--- src/rtl/cpu_pkg.sv ---
// Shared definitions for the instruction sequencer: opcodes, FSM states and
// instruction field layout.
package cpu_pkg;

    localparam int unsigned INSTR_W   = 16;
    localparam int unsigned ADDR_W    = 8;
    localparam int unsigned DATA_W    = 16;
    localparam int unsigned REG_IDX_W = 2;

    localparam int unsigned OPC_MSB = 15;
    localparam int unsigned OPC_LSB = 12;
    localparam int unsigned RD_MSB  = 11;
    localparam int unsigned RD_LSB  = 10;
    localparam int unsigned RS_MSB  = 9;
    localparam int unsigned RS_LSB  = 8;
    localparam int unsigned IMM_MSB = 7;
    localparam int unsigned IMM_LSB = 0;

    typedef enum logic [3:0] {
        OP_NOP  = 4'h0,
        OP_LDI  = 4'h1,
        OP_MOV  = 4'h2,
        OP_ADDI = 4'h3,
        OP_JMP  = 4'h4,
        OP_JZ   = 4'h5,
        OP_HALT = 4'hF
    } opcode_e;

    typedef enum logic [2:0] {
        ST_IDLE,
        ST_FETCH,
        ST_DECODE,
        ST_EXEC,
        ST_HALT
    } state_e;

    typedef struct packed {
        opcode_e               opcode;
        logic [REG_IDX_W-1:0]  rd;
        logic [REG_IDX_W-1:0]  rs;
        logic [7:0]            imm8;
    } instr_t;

    function automatic instr_t unpack_instr(input logic [INSTR_W-1:0] raw);
        instr_t f;
        f.opcode = opcode_e'(raw[OPC_MSB:OPC_LSB]);
        f.rd     = raw[RD_MSB:RD_LSB];
        f.rs     = raw[RS_MSB:RS_LSB];
        f.imm8   = raw[IMM_MSB:IMM_LSB];
        return f;
    endfunction

endpackage

--- src/rtl/instr_decode.sv ---
// Combinational decode and ALU: turns the latched instruction plus the rs
// operand into a register write request and a branch decision.
module instr_decode
    import cpu_pkg::*;
(
    input  logic [INSTR_W-1:0]   ir_i,
    input  logic [DATA_W-1:0]    read_data_i,
    output logic                 wr_en_o,
    output logic [REG_IDX_W-1:0] wr_idx_o,
    output logic [DATA_W-1:0]    wr_data_o,
    output logic [ADDR_W-1:0]    branch_target_o,
    output logic                 branch_taken_o,
    output logic                 halt_o,
    output logic                 illegal_o
);

    instr_t            f;
    logic [DATA_W-1:0] imm_zext;
    logic [DATA_W-1:0] imm_sext;

    assign f        = unpack_instr(ir_i);
    assign imm_zext = {8'h00, f.imm8};
    assign imm_sext = {{8{f.imm8[7]}}, f.imm8};

    assign branch_target_o = f.imm8;

    always_comb begin
        // NOTE: every output gets a default before the case so no path leaves
        // one unassigned, which would otherwise infer a latch.
        wr_en_o        = 1'b0;
        wr_idx_o       = '0;
        wr_data_o      = '0;
        branch_taken_o = 1'b0;
        halt_o         = 1'b0;
        illegal_o      = 1'b0;
        case (f.opcode)
            OP_NOP: ;
            OP_LDI: begin
                wr_en_o   = 1'b1;
                wr_idx_o  = f.rd;
                wr_data_o = imm_zext;
            end
            OP_MOV: begin
                wr_en_o   = 1'b1;
                wr_idx_o  = f.rd;
                wr_data_o = read_data_i;
            end
            OP_ADDI: begin
                wr_en_o   = 1'b1;
                wr_idx_o  = f.rd;
                wr_data_o = read_data_i + imm_sext;
            end
            OP_JMP:  branch_taken_o = 1'b1;
            OP_JZ:   branch_taken_o = (read_data_i == '0);
            OP_HALT: halt_o = 1'b1;
            default: illegal_o = 1'b1;
        endcase
    end

endmodule

--- src/rtl/instr_sequencer.sv ---
// Multi-cycle instruction sequencer: FETCH / DECODE / EXEC loop over an
// external instruction port and a 4-entry register file port.
module instr_sequencer
    import cpu_pkg::*;
#(
    parameter logic [ADDR_W-1:0] RESET_PC = 8'h00
) (
    input  logic                 clk,
    input  logic                 reset,
    input  logic                 start,
    output logic                 instr_req,
    output logic [ADDR_W-1:0]    instr_addr,
    input  logic                 instr_ack,
    input  logic [INSTR_W-1:0]   instr_data,
    output logic [REG_IDX_W-1:0] read_index_a,
    input  logic [DATA_W-1:0]    read_data_a,
    output logic [REG_IDX_W-1:0] write_index,
    output logic                 write_enable,
    output logic [DATA_W-1:0]    write_data,
    output logic [ADDR_W-1:0]    pc,
    output logic                 halted,
    output logic                 illegal
);

    state_e               state_q;
    logic [ADDR_W-1:0]    pc_q;
    logic [ADDR_W-1:0]    pc_d;
    logic [INSTR_W-1:0]   ir_q;
    logic                 illegal_q;

    logic                 dec_wr_en;
    logic [REG_IDX_W-1:0] dec_wr_idx;
    logic [DATA_W-1:0]    dec_wr_data;
    logic [ADDR_W-1:0]    dec_target;
    logic                 dec_taken;
    logic                 dec_halt;
    logic                 dec_illegal;
    instr_t               ir_f;

    assign ir_f = unpack_instr(ir_q);
    assign pc_d = pc_q + 8'd1;

    instr_decode u_decode (
        .ir_i            (ir_q),
        .read_data_i     (read_data_a),
        .wr_en_o         (dec_wr_en),
        .wr_idx_o        (dec_wr_idx),
        .wr_data_o       (dec_wr_data),
        .branch_target_o (dec_target),
        .branch_taken_o  (dec_taken),
        .halt_o          (dec_halt),
        .illegal_o       (dec_illegal)
    );

    always_ff @(posedge clk) begin
        if (!reset) begin
            state_q   <= ST_IDLE;
            pc_q      <= RESET_PC;
            ir_q      <= '0;
            illegal_q <= 1'b0;
        end else begin
            case (state_q)
                ST_IDLE: begin
                    if (start) state_q <= ST_FETCH;
                end
                ST_FETCH: begin
                    if (instr_ack) begin
                        ir_q    <= instr_data;
                        pc_q    <= pc_d;
                        state_q <= ST_DECODE;
                    end
                end
                ST_DECODE: state_q <= ST_EXEC;
                ST_EXEC: begin
                    if (dec_taken)   pc_q      <= dec_target;
                    if (dec_illegal) illegal_q <= 1'b1;
                    state_q <= dec_halt ? ST_HALT : ST_FETCH;
                end
                ST_HALT: state_q <= ST_HALT;
                default: state_q <= ST_IDLE;
            endcase
        end
    end

    // NOTE: the port outputs are decoded from the registered state but gated
    // by reset, so asserting reset in EXEC suppresses the write on that edge.
    logic in_fetch;
    logic in_operand;
    logic in_exec;

    assign in_fetch   = reset && (state_q == ST_FETCH);
    assign in_operand = reset && (state_q == ST_DECODE || state_q == ST_EXEC);
    assign in_exec    = reset && (state_q == ST_EXEC);

    assign instr_req    = in_fetch;
    assign instr_addr   = pc_q;
    assign read_index_a = in_operand ? ir_f.rs : '0;
    assign write_enable = in_exec && dec_wr_en;
    assign write_index  = write_enable ? dec_wr_idx : '0;
    assign write_data   = write_enable ? dec_wr_data : '0;
    assign pc           = pc_q;
    assign halted       = (state_q == ST_HALT);
    assign illegal      = illegal_q;

endmodule

--- config.mk ---
export PLATFORM = sky130hd
export DESIGN_NAME = instr_sequencer
export DESIGN_NICKNAME = d
export VERILOG_FILES = /design/src/rtl/cpu_pkg.sv /design/src/rtl/instr_decode.sv /design/src/rtl/instr_sequencer.sv
export SDC_FILE = /design/constraint.sdc
export NUM_CORES = 1
export LEC_CHECK = 0
export ABC_AREA = 1
export BUFFER_PORTS_ARGS = -buffer_cell sky130_fd_sc_hd__buf_2
export CAP_MARGIN = 20
export CORE_ASPECT_RATIO = 0.9
export CORE_MARGIN = 5
export CORE_UTILIZATION = 48
export DETAILED_ROUTE_END_ITERATION = 8
export GPL_ROUTABILITY_DRIVEN = 0
export PLACE_DENSITY = 0.77
export SLEW_MARGIN = 20
export SYNTH_ARGS = -nofsm -noshare
export SYNTH_HDL_FRONTEND = slang
export SYNTH_SLANG_ARGS = --single-unit
--- constraint.sdc ---
create_clock -name clk -period 1.55 [get_ports clk]
set_input_delay 0.0775 -clock clk [delete_from_list [all_inputs] [get_ports clk]]
set_output_delay 0.0775 -clock clk [all_outputs]
set_load 0.02 [all_outputs]
==> results of run 1 <==
## state kept, by name, indices dropped and copies added, names as in the netlist
name        count
ir_f           16
instr_addr      8
state_q         3
illegal         1
## metal layers
metal / vias up / part of all wire [%] / GRT usage, %
met5: - / 0 / 0
met4: 0 / 5.3 / 7.29
met3: 56 / 8.1 / 3.61
met2: 221 / 48 / 44.9
met1: 1651 / 39 / 31.6
li1: 1697 / - / -
## kinds of logic after synthesis
| group | after synthesis | share of synthesized area, % |
|---|---|---|
| simple gates | 256 | 41.4 |
| buf+inv | 88 | 14.4 |
| compound gates | 69 | 15.0 |
| flops | 28 | 20.6 |
| fa+ha+maj | 17 | 8.07 |
| xor+xnor | 2 | 0.642 |
## metrics by stage
step	utilization, %	worst slack (ns)	TNS [ns]	area, µm²	hold WS [ns]
finish	77.5	-0.661	-7.62	4340	0.0722
global route	77.5	-0.744	-9.03	4340	0.0989
CTS	73.5	-0.552	-6.37	4110	0.0475
detailed placement	64.1	-0.311	-3.06	3580	0.337
global placement	64.1	-0.269	-2.56	3580	0.340
floorplan	-	-0.0802	-0.613	2940	0.216
## synth_stat cells (all sizes together), types with 2 or more instances
library cell / n / area [µm²]
xor2: 2 / 17.5
o21ai: 28 / 140
buf: 13 / 104
nand3: 39 / 210
o22ai: 2 / 12.5
nand4: 4 / 25.0
nand2: 129 / 504
ha: 16 / 200
clkbuf: 3 / 11.3
nand3b: 2 / 15.0
inv: 71 / 269
a31oi: 6 / 52.6
a21oi: 29 / 171
nor2: 62 / 243
and2: 2 / 12.5
nor3: 8 / 56.3
dfxtp: 28 / 561
or2: 10 / 62.6
## area by class of cell
class / instances / area, µm² / share of cell area [%]
multi-input cells: 344 / 2410 / 55.5
repair buffers: 125 / 911 / 21.0
flip-flops and latches: 28 / 593 / 13.7
inverters: 72 / 283 / 6.52
well taps: 70 / 87.6 / 2.02
clock buffers: 4 / 55.1 / 1.27
## critical path, delay by kind of cell (launching register included)
kind / cells / cell delay (ns)
buffers and inverters: 3 / 0.34
AOI/OAI and AO/OA: 1 / 0.13
DFF: 1 / 0.41
adders and majority gates: 1 / 0.30
and+or+nand+nor: 6 / 0.68
## power by group
| part | internal (mW) | switching, mW |
|---|---|---|
| logic | 0.541 | 0.740 |
| clock network | 0.228 | 0.234 |
| registers | 0.781 | 0.0746 |
| total | 1.55 | 1.05 |
## repair_timing
item,in CTS,in global routing
gates cloned,1,0
buffers inserted,12,5
resized for setup,110,58
pin swaps,25,45
setup endpoints to repair,18,21
endpoints found under the hold margin,0,0
## path summary, 6_finish.rpt
check           startpoint             end  slack [ns]  cells past startpoint
min          instr_data[9]         ir_f[9]        0.07                      3
min reg2reg        ir_f[9]         ir_f[9]        0.46                      2
max reg2reg       ir_f[15]   instr_addr[4]        0.08                      9
max                ir_f[7]  write_data[14]       -0.66                     11
==> metrics.txt, run 1 <==
# TYPE chip_impl_metric gauge
chip_impl_metric{name="synthesis.area_per_instance",unit="µm²"} 5.93
chip_impl_info{name="cp-start-kind",value="register"} 1
chip_impl_metric{name="worst-path-max-fanout",unit=""} 7
chip_impl_metric{name="tightestPinTransition",unit="ns"} 0.288
chip_impl_metric{name="post-route-min-period",unit="ns"} 2.21
chip_impl_metric{name="timing.clock.skew",unit="ns"} 0.00366
chip_impl_metric{name="syn_nets",unit=""} 513
chip_impl_metric{name="maxCapViolCount",unit=""} 0
chip_impl_metric{name="path_clk_slew",unit="ns"} 0.10
chip_impl_metric{name="cts-htree-levels",unit=""} 1
chip_impl_metric{name="antenna_violating_nets_post_route",unit=""} 0
chip_impl_info{name="grt_setup_unrepaired",value="true"} 1
chip_impl_info{name="run_status",value="complete, but fails checks"} 1
chip_impl_metric{name="initial_core_util",unit="%"} 48.7
chip_impl_metric{name="setup-violations-final",unit=""} 18
chip_impl_metric{name="number_of_antenna_violations_at_the_first_check_in_global_routing",unit=""} 0
chip_impl_metric{name="grt_use_total",unit="%"} 25.3
chip_impl_metric{name="p_total",unit="mW"} 2.60
chip_impl_info{name="mostFrequentLayoutCell",value="nand2_1"} 1
chip_impl_metric{name="synth_warnings",unit=""} 0
chip_impl_metric{name="power_density",unit="nW/µm²"} 599
chip_impl_info{name="timing.hold.worst.class",value="in -> reg"} 1
chip_impl_metric{name="die-area",unit="µm²"} 7290
chip_impl_metric{name="portBuffers",unit=""} 75
chip_impl_metric{name="antenna_cells_inserted",unit=""} 0
chip_impl_metric{name="finalWorstSetupSlack",unit="ns"} -0.661
chip_impl_metric{name="synth.cell_area",unit="µm²"} 2730
chip_impl_info{name="final_cell_mix",value="nand2_1, buf_2, inv_1, nor2_1, buf_4"} 1
chip_impl_metric{name="layout.cells.non_filler",unit=""} 643
chip_impl_info{name="clock-root-buffer",value="clkbuf_8"} 1
chip_impl_info{name="violations",value="setup timing"} 1
chip_impl_metric{name="drt_first_iter_violations",unit=""} 299
chip_impl_metric{name="drt-wirelength-per-cell",unit="µm"} 16.6
chip_impl_metric{name="maxSlewViolCount",unit=""} 0
chip_impl_metric{name="power.ir.vdd_worst",unit="V"} 0.000640
chip_impl_metric{name="clk-insertion-delay-late",unit="ns"} 0.27
chip_impl_metric{name="num_rows",unit=""} 26
chip_impl_metric{name="max_freq",unit="MHz"} 452
chip_impl_info{name="synth-main-ff-cell",value="dfxtp_1"} 1
chip_impl_metric{name="p_leak",unit="nW"} 2.02
chip_impl_metric{name="area_growth_syn_to_layout",unit="%"} 59.0
chip_impl_metric{name="hold_viol",unit=""} 0
chip_impl_metric{name="design.core.area",unit="µm²"} 5600
chip_impl_metric{name="detailedRoute.firstPassIterationCount",unit=""} 5
chip_impl_metric{name="max_incr_delay_on_cp",unit="ns"} 0.41
chip_impl_info{name="setup.worst_path.class",value="reg -> out"} 1
chip_impl_metric{name="post_cts_hold_buffers",unit=""} 0
chip_impl_metric{name="period_utilisation_layout",unit="%"} 143
chip_impl_metric{name="die_height",unit="µm"} 81.5
chip_impl_metric{name="drive_above_1_share",unit="%"} 48.3
chip_impl_metric{name="numCtsBuffers",unit=""} 3
chip_impl_metric{name="cts.path.max_buffers",unit=""} 2
chip_impl_metric{name="grt_start_max_net_pins",unit=""} 25
chip_impl_info{name="worst_setup_path_end_kind",value="output pin"} 1
chip_impl_metric{name="synth-edff-count",unit=""} 0
chip_impl_metric{name="synth_async_sr_flop_share",unit="%"} 0
chip_impl_metric{name="worst_ep_required_time",unit="ns"} 1.47
chip_impl_metric{name="io-pin-count",unit=""} 76
chip_impl_info{name="critical_path.cell_chain",value="buf_6 -> ha_4 -> nand2_2 -> inv_2 -> nand2_1 -> nor3_2 -> nand2_2 -> nand3_1 -> nand3_2 -> a21oi_4 -> buf_6"} 1
chip_impl_metric{name="drt-vias-per-instance",unit=""} 5.64
chip_impl_metric{name="wire_length_of_the_first_global_routing_pass",unit="µm"} 14700
chip_impl_metric{name="num-nets-final",unit=""} 627
chip_impl_metric{name="die_w",unit="µm"} 89.5
chip_impl_metric{name="wl",unit="µm"} 10700
chip_impl_metric{name="hpwl",unit="µm"} 6530
chip_impl_metric{name="number_of_global_route_vias_before_repair",unit=""} 3311
chip_impl_metric{name="number_of_synthesized_register_bits",unit=""} 28
chip_impl_metric{name="cts.sinks",unit=""} 28
chip_impl_info{name="tritoncts",value="done"} 1
chip_impl_metric{name="synth_cell_type_count",unit=""} 41
chip_impl_metric{name="placedCellCount",unit=""} 623
chip_impl_metric{name="synth_seq_area_share",unit="%"} 20.6
chip_impl_metric{name="syn-instance-count",unit=""} 460
chip_impl_metric{name="timing.critical_path.arrival",unit="ns"} 2.13
chip_impl_metric{name="nFillCells",unit=""} 366
chip_impl_metric{name="global_route.overflow_total",unit=""} 0
chip_impl_metric{name="overall_via_count_from_detail_route",unit=""} 3625
chip_impl_info{name="slowest_stage",value="dfxtp_4"} 1
chip_impl_metric{name="slew_headroom",unit="%"} 80.8
chip_impl_metric{name="drcViolationCount",unit=""} 0
No activity file was read; power rests on OpenSTA's default activity.
==> run 2, diff against run 1 <==
Settings changed: CELL_PAD_IN_SITES_DETAIL_PLACEMENT set to 1, CELL_PAD_IN_SITES_GLOBAL_PLACEMENT set to 1, CORE_ASPECT_RATIO 0.9 to unset, CORE_UTILIZATION 48 to 38, PLACE_DENSITY 0.77 to unset, PLACE_DENSITY_LB_ADDON set to 0.1.
Clock period 1.55 ns to 2.8 ns, I/O delays scaled along.
==> run 2 against run 1 <==
  * The flow now finishes without violations
  * Highest routed layer unchanged
  * Combinational power fell by 66%
  * Critical endpoint is now write_data[15]
  * Critical path depth did not move
  * Global-route usage fell by 5.7 points
==> metrics.txt, run 2 (synthesis gave the netlist of run 1 again) <==
# TYPE chip_impl_metric gauge
chip_impl_metric{name="path_clk_slew",unit="ns"} 0.10
chip_impl_metric{name="number_of_global_route_vias_before_repair",unit=""} 2984
chip_impl_metric{name="hold_viol",unit=""} 0
chip_impl_metric{name="worst-path-max-fanout",unit=""} 12
chip_impl_info{name="mostFrequentLayoutCell",value="nand2_1"} 1
chip_impl_metric{name="num-nets-final",unit=""} 577
chip_impl_metric{name="timing.clock.skew",unit="ns"} 0.00565
chip_impl_metric{name="io-pin-count",unit=""} 76
chip_impl_info{name="worst_setup_path_end_kind",value="output pin"} 1
chip_impl_metric{name="power.ir.vdd_worst",unit="V"} 0.000188
chip_impl_metric{name="die_w",unit="µm"} 94.7
chip_impl_metric{name="tightestPinTransition",unit="ns"} 0.623
chip_impl_metric{name="numCtsBuffers",unit=""} 3
chip_impl_metric{name="clk-insertion-delay-late",unit="ns"} 0.28
chip_impl_metric{name="post_cts_hold_buffers",unit=""} 0
chip_impl_metric{name="max_freq",unit="MHz"} 395
chip_impl_metric{name="hpwl",unit="µm"} 7190
chip_impl_metric{name="drive_above_1_share",unit="%"} 20.5
chip_impl_info{name="crit_top_cell",value="nand2_1"} 1
chip_impl_metric{name="period_utilisation_layout",unit="%"} 90.3
chip_impl_metric{name="num_rows",unit=""} 30
chip_impl_metric{name="p_total",unit="mW"} 1.16
chip_impl_metric{name="drt-vias-per-instance",unit=""} 4.97
chip_impl_metric{name="layout.cells.non_filler",unit=""} 619
chip_impl_metric{name="initial_core_util",unit="%"} 39.5
chip_impl_metric{name="die-area",unit="µm²"} 8970
chip_impl_metric{name="number_of_antenna_violations_at_the_first_check_in_global_routing",unit=""} 0
chip_impl_metric{name="die_height",unit="µm"} 94.7
chip_impl_metric{name="drcViolationCount",unit=""} 0
chip_impl_metric{name="slew_headroom",unit="%"} 58.4
chip_impl_metric{name="wl",unit="µm"} 8800
chip_impl_metric{name="maxSlewViolCount",unit=""} 0
chip_impl_info{name="critical_path.cell_chain",value="ha_1 -> nand2_1 -> inv_1 -> nand2_1 -> nand2_1 -> a21oi_1 -> nand2_1 -> nand2_1 -> nand3_1 -> a21oi_1 -> buf_2"} 1
chip_impl_metric{name="antenna_cells_inserted",unit=""} 0
chip_impl_metric{name="area_growth_syn_to_layout",unit="%"} 16.0
chip_impl_metric{name="wire_length_of_the_first_global_routing_pass",unit="µm"} 14100
chip_impl_info{name="grt_setup_unrepaired",value="false"} 1
chip_impl_info{name="slowest_stage",value="dfxtp_1"} 1
chip_impl_metric{name="max_incr_delay_on_cp",unit="ns"} 0.65
chip_impl_info{name="timing.hold.worst.class",value="in -> reg"} 1
chip_impl_metric{name="maxCapViolCount",unit=""} 0
chip_impl_metric{name="detailedRoute.firstPassIterationCount",unit=""} 4
chip_impl_metric{name="largest_register_ffs",unit=""} 16
chip_impl_metric{name="overall_via_count_from_detail_route",unit=""} 3079
chip_impl_metric{name="cts.path.max_buffers",unit=""} 2
chip_impl_metric{name="design.core.area",unit="µm²"} 6910
chip_impl_info{name="cp-start-kind",value="register"} 1
chip_impl_info{name="clock-root-buffer",value="clkbuf_8"} 1
chip_impl_metric{name="timing.critical_path.arrival",unit="ns"} 2.39
chip_impl_metric{name="global_route.overflow_total",unit=""} 0
chip_impl_metric{name="setup_tns",unit="ns"} 0
chip_impl_metric{name="cts.sinks",unit=""} 28
chip_impl_metric{name="antenna_violating_nets_post_route",unit=""} 0
chip_impl_metric{name="postCtsSetupBuffers",unit=""} 0
chip_impl_metric{name="power_density",unit="nW/µm²"} 366
chip_impl_info{name="final_cell_mix",value="nand2_1, buf_2, inv_1, nor2_1, nand3_1"} 1
chip_impl_info{name="setup.worst_path.class",value="reg -> out"} 1
chip_impl_metric{name="worst_ep_required_time",unit="ns"} 2.66
chip_impl_info{name="run_status",value="finished clean"} 1
chip_impl_metric{name="drt_first_iter_violations",unit=""} 94
chip_impl_metric{name="cts-resized-gates",unit=""} 0
chip_impl_metric{name="p_leak",unit="nW"} 1.66
chip_impl_metric{name="grt_use_total",unit="%"} 19.6
chip_impl_metric{name="post-route-min-period",unit="ns"} 2.53
chip_impl_metric{name="placedCellCount",unit=""} 615
chip_impl_metric{name="cts-htree-levels",unit=""} 1
chip_impl_metric{name="portBuffers",unit=""} 75
chip_impl_metric{name="drt-wirelength-per-cell",unit="µm"} 14.2
chip_impl_metric{name="grt_start_max_net_pins",unit=""} 29
chip_impl_metric{name="setup-violations-final",unit=""} 0
chip_impl_info{name="tritoncts",value="done"} 1
[run 2: cell types whose count changed in the layout (fill, tap and decap cells not counted), moves of 16 or more]
| cell | change |
|---|---|
| nand3_1 | +18 |
| dfxtp_1 | +16 |
| nand2_2 | -24 |
| buf_2 | +16 |
| nand2_1 | +36 |
| buf_4 | -41 |
| buf_6 | -22 |
[run 2: power breakdown]
group / switching, mW / internal, mW / total [mW]
sequential: 0.0376 / 0.430 / 0.467
clock: 0.134 / 0.126 / 0.260
combinational: 0.281 / 0.150 / 0.431
[run 2: worst paths after layout]
| path | startpoint | end | slack [ns] | cells past startpoint |
|---|---|---|---|---|
| min | instr_data[0] | ir_f[0] | 0.10 | 3 |
| max | ir_f[7] | write_data[15] | 0.27 | 11 |
| max reg2reg | instr_addr[2] | instr_addr[7] | 1.21 | 6 |
| min reg2reg | illegal | illegal | 0.46 | 2 |
[run 2: per-stage QoR]
step / util (%) / worst slack [ns] / instance area (µm²) / hold WS (ns)
after global placement: 45.0 / 0.671 / 3110 / 0.400
after global routing: 45.8 / 0.0153 / 3160 / 0.135
after detailed placement: 45.0 / 0.605 / 3110 / 0.404
after CTS: 45.8 / 0.271 / 3160 / 0.109
final: 45.8 / 0.271 / 3160 / 0.103
after floorplan: - / 0.893 / 2730 / 0.278
[run 2: layer usage]
layer / GRT usage, % / share of wire (%) / vias up
met5: 0 / 0 / -
met4: 1.80 / 0.35 / 0
met3: 2.87 / 4.4 / 4
met2: 33.1 / 47 / 65
met1: 27.3 / 48 / 1425
li1: - / - / 1585
[run 2: worst max-delay path: cells and delay by family (launching register included)]
family                   cells  cell delay, ns
AO/OA/AOI/OAI                2            0.35
adder cells (fa/ha/maj)      1            0.38
flip-flops                   1            0.65
buffers and inverters        2            0.23
AND/OR/NAND/NOR              6            0.50
[run 2: cell type report]
type,count,area [µm²]
Multi-Input combinational cell,344,1770
Sequential cell,28,561
Clock buffer,4,55.1
Timing Repair Buffer,75,375
Tap cell,96,120
Inverter,72,278
Fill cell,1040,3740
==> run 3, diff against run 2 <==
Settings changed: PLACE_DENSITY set to 0.85, PLACE_DENSITY_LB_ADDON 0.1 to unset.
==> run 3 against run 2 <==
  * Wire length about the same
  * Clock power grew 24%
  * First-iteration DRC count is 29% higher
  * Sequential share of layout area fell by 0.091 points
  * Register-to-register slack better by 0.02 ns
  * Global-route usage increased by 0.27 points
  * Maximum frequency rose by 0.96%
  * Via count is 0.84% higher
  * Critical endpoint unchanged
  * Largest cell class unchanged
==> metrics.txt, run 3 (synthesis gave the netlist of run 1 again) <==
# TYPE chip_impl_metric gauge
chip_impl_info{name="grt_most_used_layer",value="met2"} 1
chip_impl_metric{name="cts-resized-gates",unit=""} 0
chip_impl_metric{name="setup_tns",unit="ns"} 0
chip_impl_metric{name="drive_above_1_share",unit="%"} 20.5
chip_impl_metric{name="maxCapViolCount",unit=""} 0
chip_impl_info{name="worst_setup_path_end_kind",value="output pin"} 1
chip_impl_metric{name="num-nets-final",unit=""} 577
chip_impl_metric{name="grt_use_met2",unit="%"} 33.8
chip_impl_metric{name="slew_headroom",unit="%"} 58.4
chip_impl_metric{name="post_cts_hold_buffers",unit=""} 0
chip_impl_metric{name="grt_start_max_net_pins",unit=""} 29
chip_impl_metric{name="timing.clock.skew",unit="ns"} 0.00520
chip_impl_info{name="tritoncts",value="done"} 1
chip_impl_metric{name="power.ir.vdd_worst",unit="V"} 0.000183
chip_impl_metric{name="worst_ep_required_time",unit="ns"} 2.66
chip_impl_metric{name="period_utilisation_layout",unit="%"} 89.4
chip_impl_metric{name="dp_slack",unit="ns"} 0.630
chip_impl_metric{name="finalWorstSetupSlack",unit="ns"} 0.295
chip_impl_metric{name="grt_use_total",unit="%"} 19.8
chip_impl_metric{name="antenna_cells_inserted",unit=""} 0
chip_impl_metric{name="antenna_violating_nets_post_route",unit=""} 0
chip_impl_metric{name="drt-vias-per-instance",unit=""} 5.02
chip_impl_metric{name="die-area",unit="µm²"} 8970
chip_impl_metric{name="hpwl",unit="µm"} 7320
chip_impl_info{name="timing.hold.worst.class",value="in -> reg"} 1
chip_impl_metric{name="cts.sinks",unit=""} 28
chip_impl_metric{name="die_height",unit="µm"} 94.7
chip_impl_metric{name="drt_first_iter_violations",unit=""} 121
chip_impl_metric{name="design.core.area",unit="µm²"} 6910
chip_impl_metric{name="tightestPinTransition",unit="ns"} 0.624
chip_impl_metric{name="initial_core_util",unit="%"} 39.5
chip_impl_metric{name="detailedRoute.firstPassIterationCount",unit=""} 4
chip_impl_info{name="run_status",value="finished clean"} 1
chip_impl_metric{name="placed_area",unit="µm²"} 3110
chip_impl_metric{name="grt_use_met1",unit="%"} 27.6
chip_impl_metric{name="die_w",unit="µm"} 94.7
chip_impl_metric{name="hold_viol",unit=""} 0
chip_impl_metric{name="power_density",unit="nW/µm²"} 385
chip_impl_metric{name="post-route-min-period",unit="ns"} 2.50
chip_impl_metric{name="cts-htree-levels",unit=""} 1
chip_impl_metric{name="maxSlewViolCount",unit=""} 0
chip_impl_info{name="final_cell_mix",value="nand2_1, buf_2, inv_1, nor2_1, nand3_1"} 1
chip_impl_metric{name="final_area",unit="µm²"} 3180
chip_impl_metric{name="largest_register_ffs",unit=""} 16
chip_impl_metric{name="layout.cells.non_filler",unit=""} 619
chip_impl_metric{name="p_leak",unit="nW"} 1.66
chip_impl_metric{name="area_growth_syn_to_layout",unit="%"} 16.6
chip_impl_info{name="cp-start-kind",value="register"} 1
chip_impl_metric{name="setup-violations-final",unit=""} 0
chip_impl_metric{name="drt-wirelength-per-cell",unit="µm"} 14.2
chip_impl_metric{name="wire_length_of_the_first_global_routing_pass",unit="µm"} 14500
chip_impl_metric{name="use_met3",unit="%"} 2.55
chip_impl_metric{name="clk-insertion-delay-late",unit="ns"} 0.28
chip_impl_info{name="mostFrequentLayoutCell",value="nand2_1"} 1
chip_impl_metric{name="cts.path.max_buffers",unit=""} 2
chip_impl_metric{name="nFillCells",unit=""} 1048
chip_impl_metric{name="num_rows",unit=""} 30
chip_impl_metric{name="drcViolationCount",unit=""} 0
chip_impl_metric{name="number_of_antenna_violations_at_the_first_check_in_global_routing",unit=""} 0
chip_impl_metric{name="wl",unit="µm"} 8790
chip_impl_metric{name="timing.critical_path.arrival",unit="ns"} 2.36
chip_impl_metric{name="portBuffers",unit=""} 75
chip_impl_info{name="clock-root-buffer",value="clkbuf_8"} 1
chip_impl_metric{name="path_clk_slew",unit="ns"} 0.10
chip_impl_metric{name="max_freq",unit="MHz"} 399
chip_impl_metric{name="number_of_global_route_vias_before_repair",unit=""} 3102
chip_impl_metric{name="worst-path-max-fanout",unit=""} 12
chip_impl_info{name="grt_setup_unrepaired",value="false"} 1
chip_impl_metric{name="io-pin-count",unit=""} 76
chip_impl_metric{name="placedCellCount",unit=""} 615
chip_impl_metric{name="overall_via_count_from_detail_route",unit=""} 3105
chip_impl_metric{name="global_route.overflow_total",unit=""} 0
chip_impl_info{name="setup.worst_path.class",value="reg -> out"} 1
chip_impl_metric{name="postCtsSetupBuffers",unit=""} 0
chip_impl_metric{name="numCtsBuffers",unit=""} 3
-- run 3: cell types whose count changed in the layout (fill, tap and decap cells not counted) --
cell / change
clkbuf_8: -1
bufinv_16: +1
-- run 3: critical path, stage by stage (launching register included) --
cell and delay [ns]:
dfxtp_1 0.62, ha_1 0.38, nand2_1 0.14, inv_1 0.07, nand2_1 0.06, nand2_1 0.08
a21oi_1 0.20, nand2_1 0.08, nand2_1 0.07, nand3_1 0.07, a21oi_1 0.14, buf_2 0.18
-- run 3: worst paths after layout --
path,start,endpoint,slack [ns],cells past startpoint
hold reg to reg,illegal,illegal,0.46,2
setup / recovery,ir_f[7],write_data[15],0.30,11
hold / removal,instr_data[15],ir_f[15],0.12,3
setup reg to reg,state_q[0],instr_addr[4],1.23,8
-- run 3: stage by stage --
stage | total power, mW | hold slack, ns | util [%]
after floorplan | 0.785 | 0.278 | -
after global placement | 0.887 | 0.406 | 45.0
after global routing | 1.31 | 0.131 | 46.0
after detailed placement | 0.908 | 0.413 | 45.0
after CTS | 1.23 | 0.119 | 46.0
final | 1.23 | 0.119 | 46.0
-- run 3: layer usage --
| metal | vias up | wire, µm |
|---|---|---|
| met2 | 65 | 4080 |
| met3 | 4 | 469 |
| li1 | 1586 | - |
| met1 | 1450 | 4180 |
| met5 | - | 0 |
| met4 | 0 | 58 |
-- run 3: power breakdown --
group	switching, mW	internal [mW]
Sequential	0.0363	0.430
Combinational	0.285	0.151
Clock	0.132	0.191
Total	0.453	0.772
-- run 3: area by class of cell --
cell class              instances  area (µm²)  area share, %
clock buffers                   3        41.3           1.30
clock inverters                 1        30.0          0.945
inverters                      72         278           8.74
multi-input cells             344        1770           55.8
flip-flops and latches         28         561           17.6
well taps                      96         120           3.78
repair buffers                 75         375           11.8
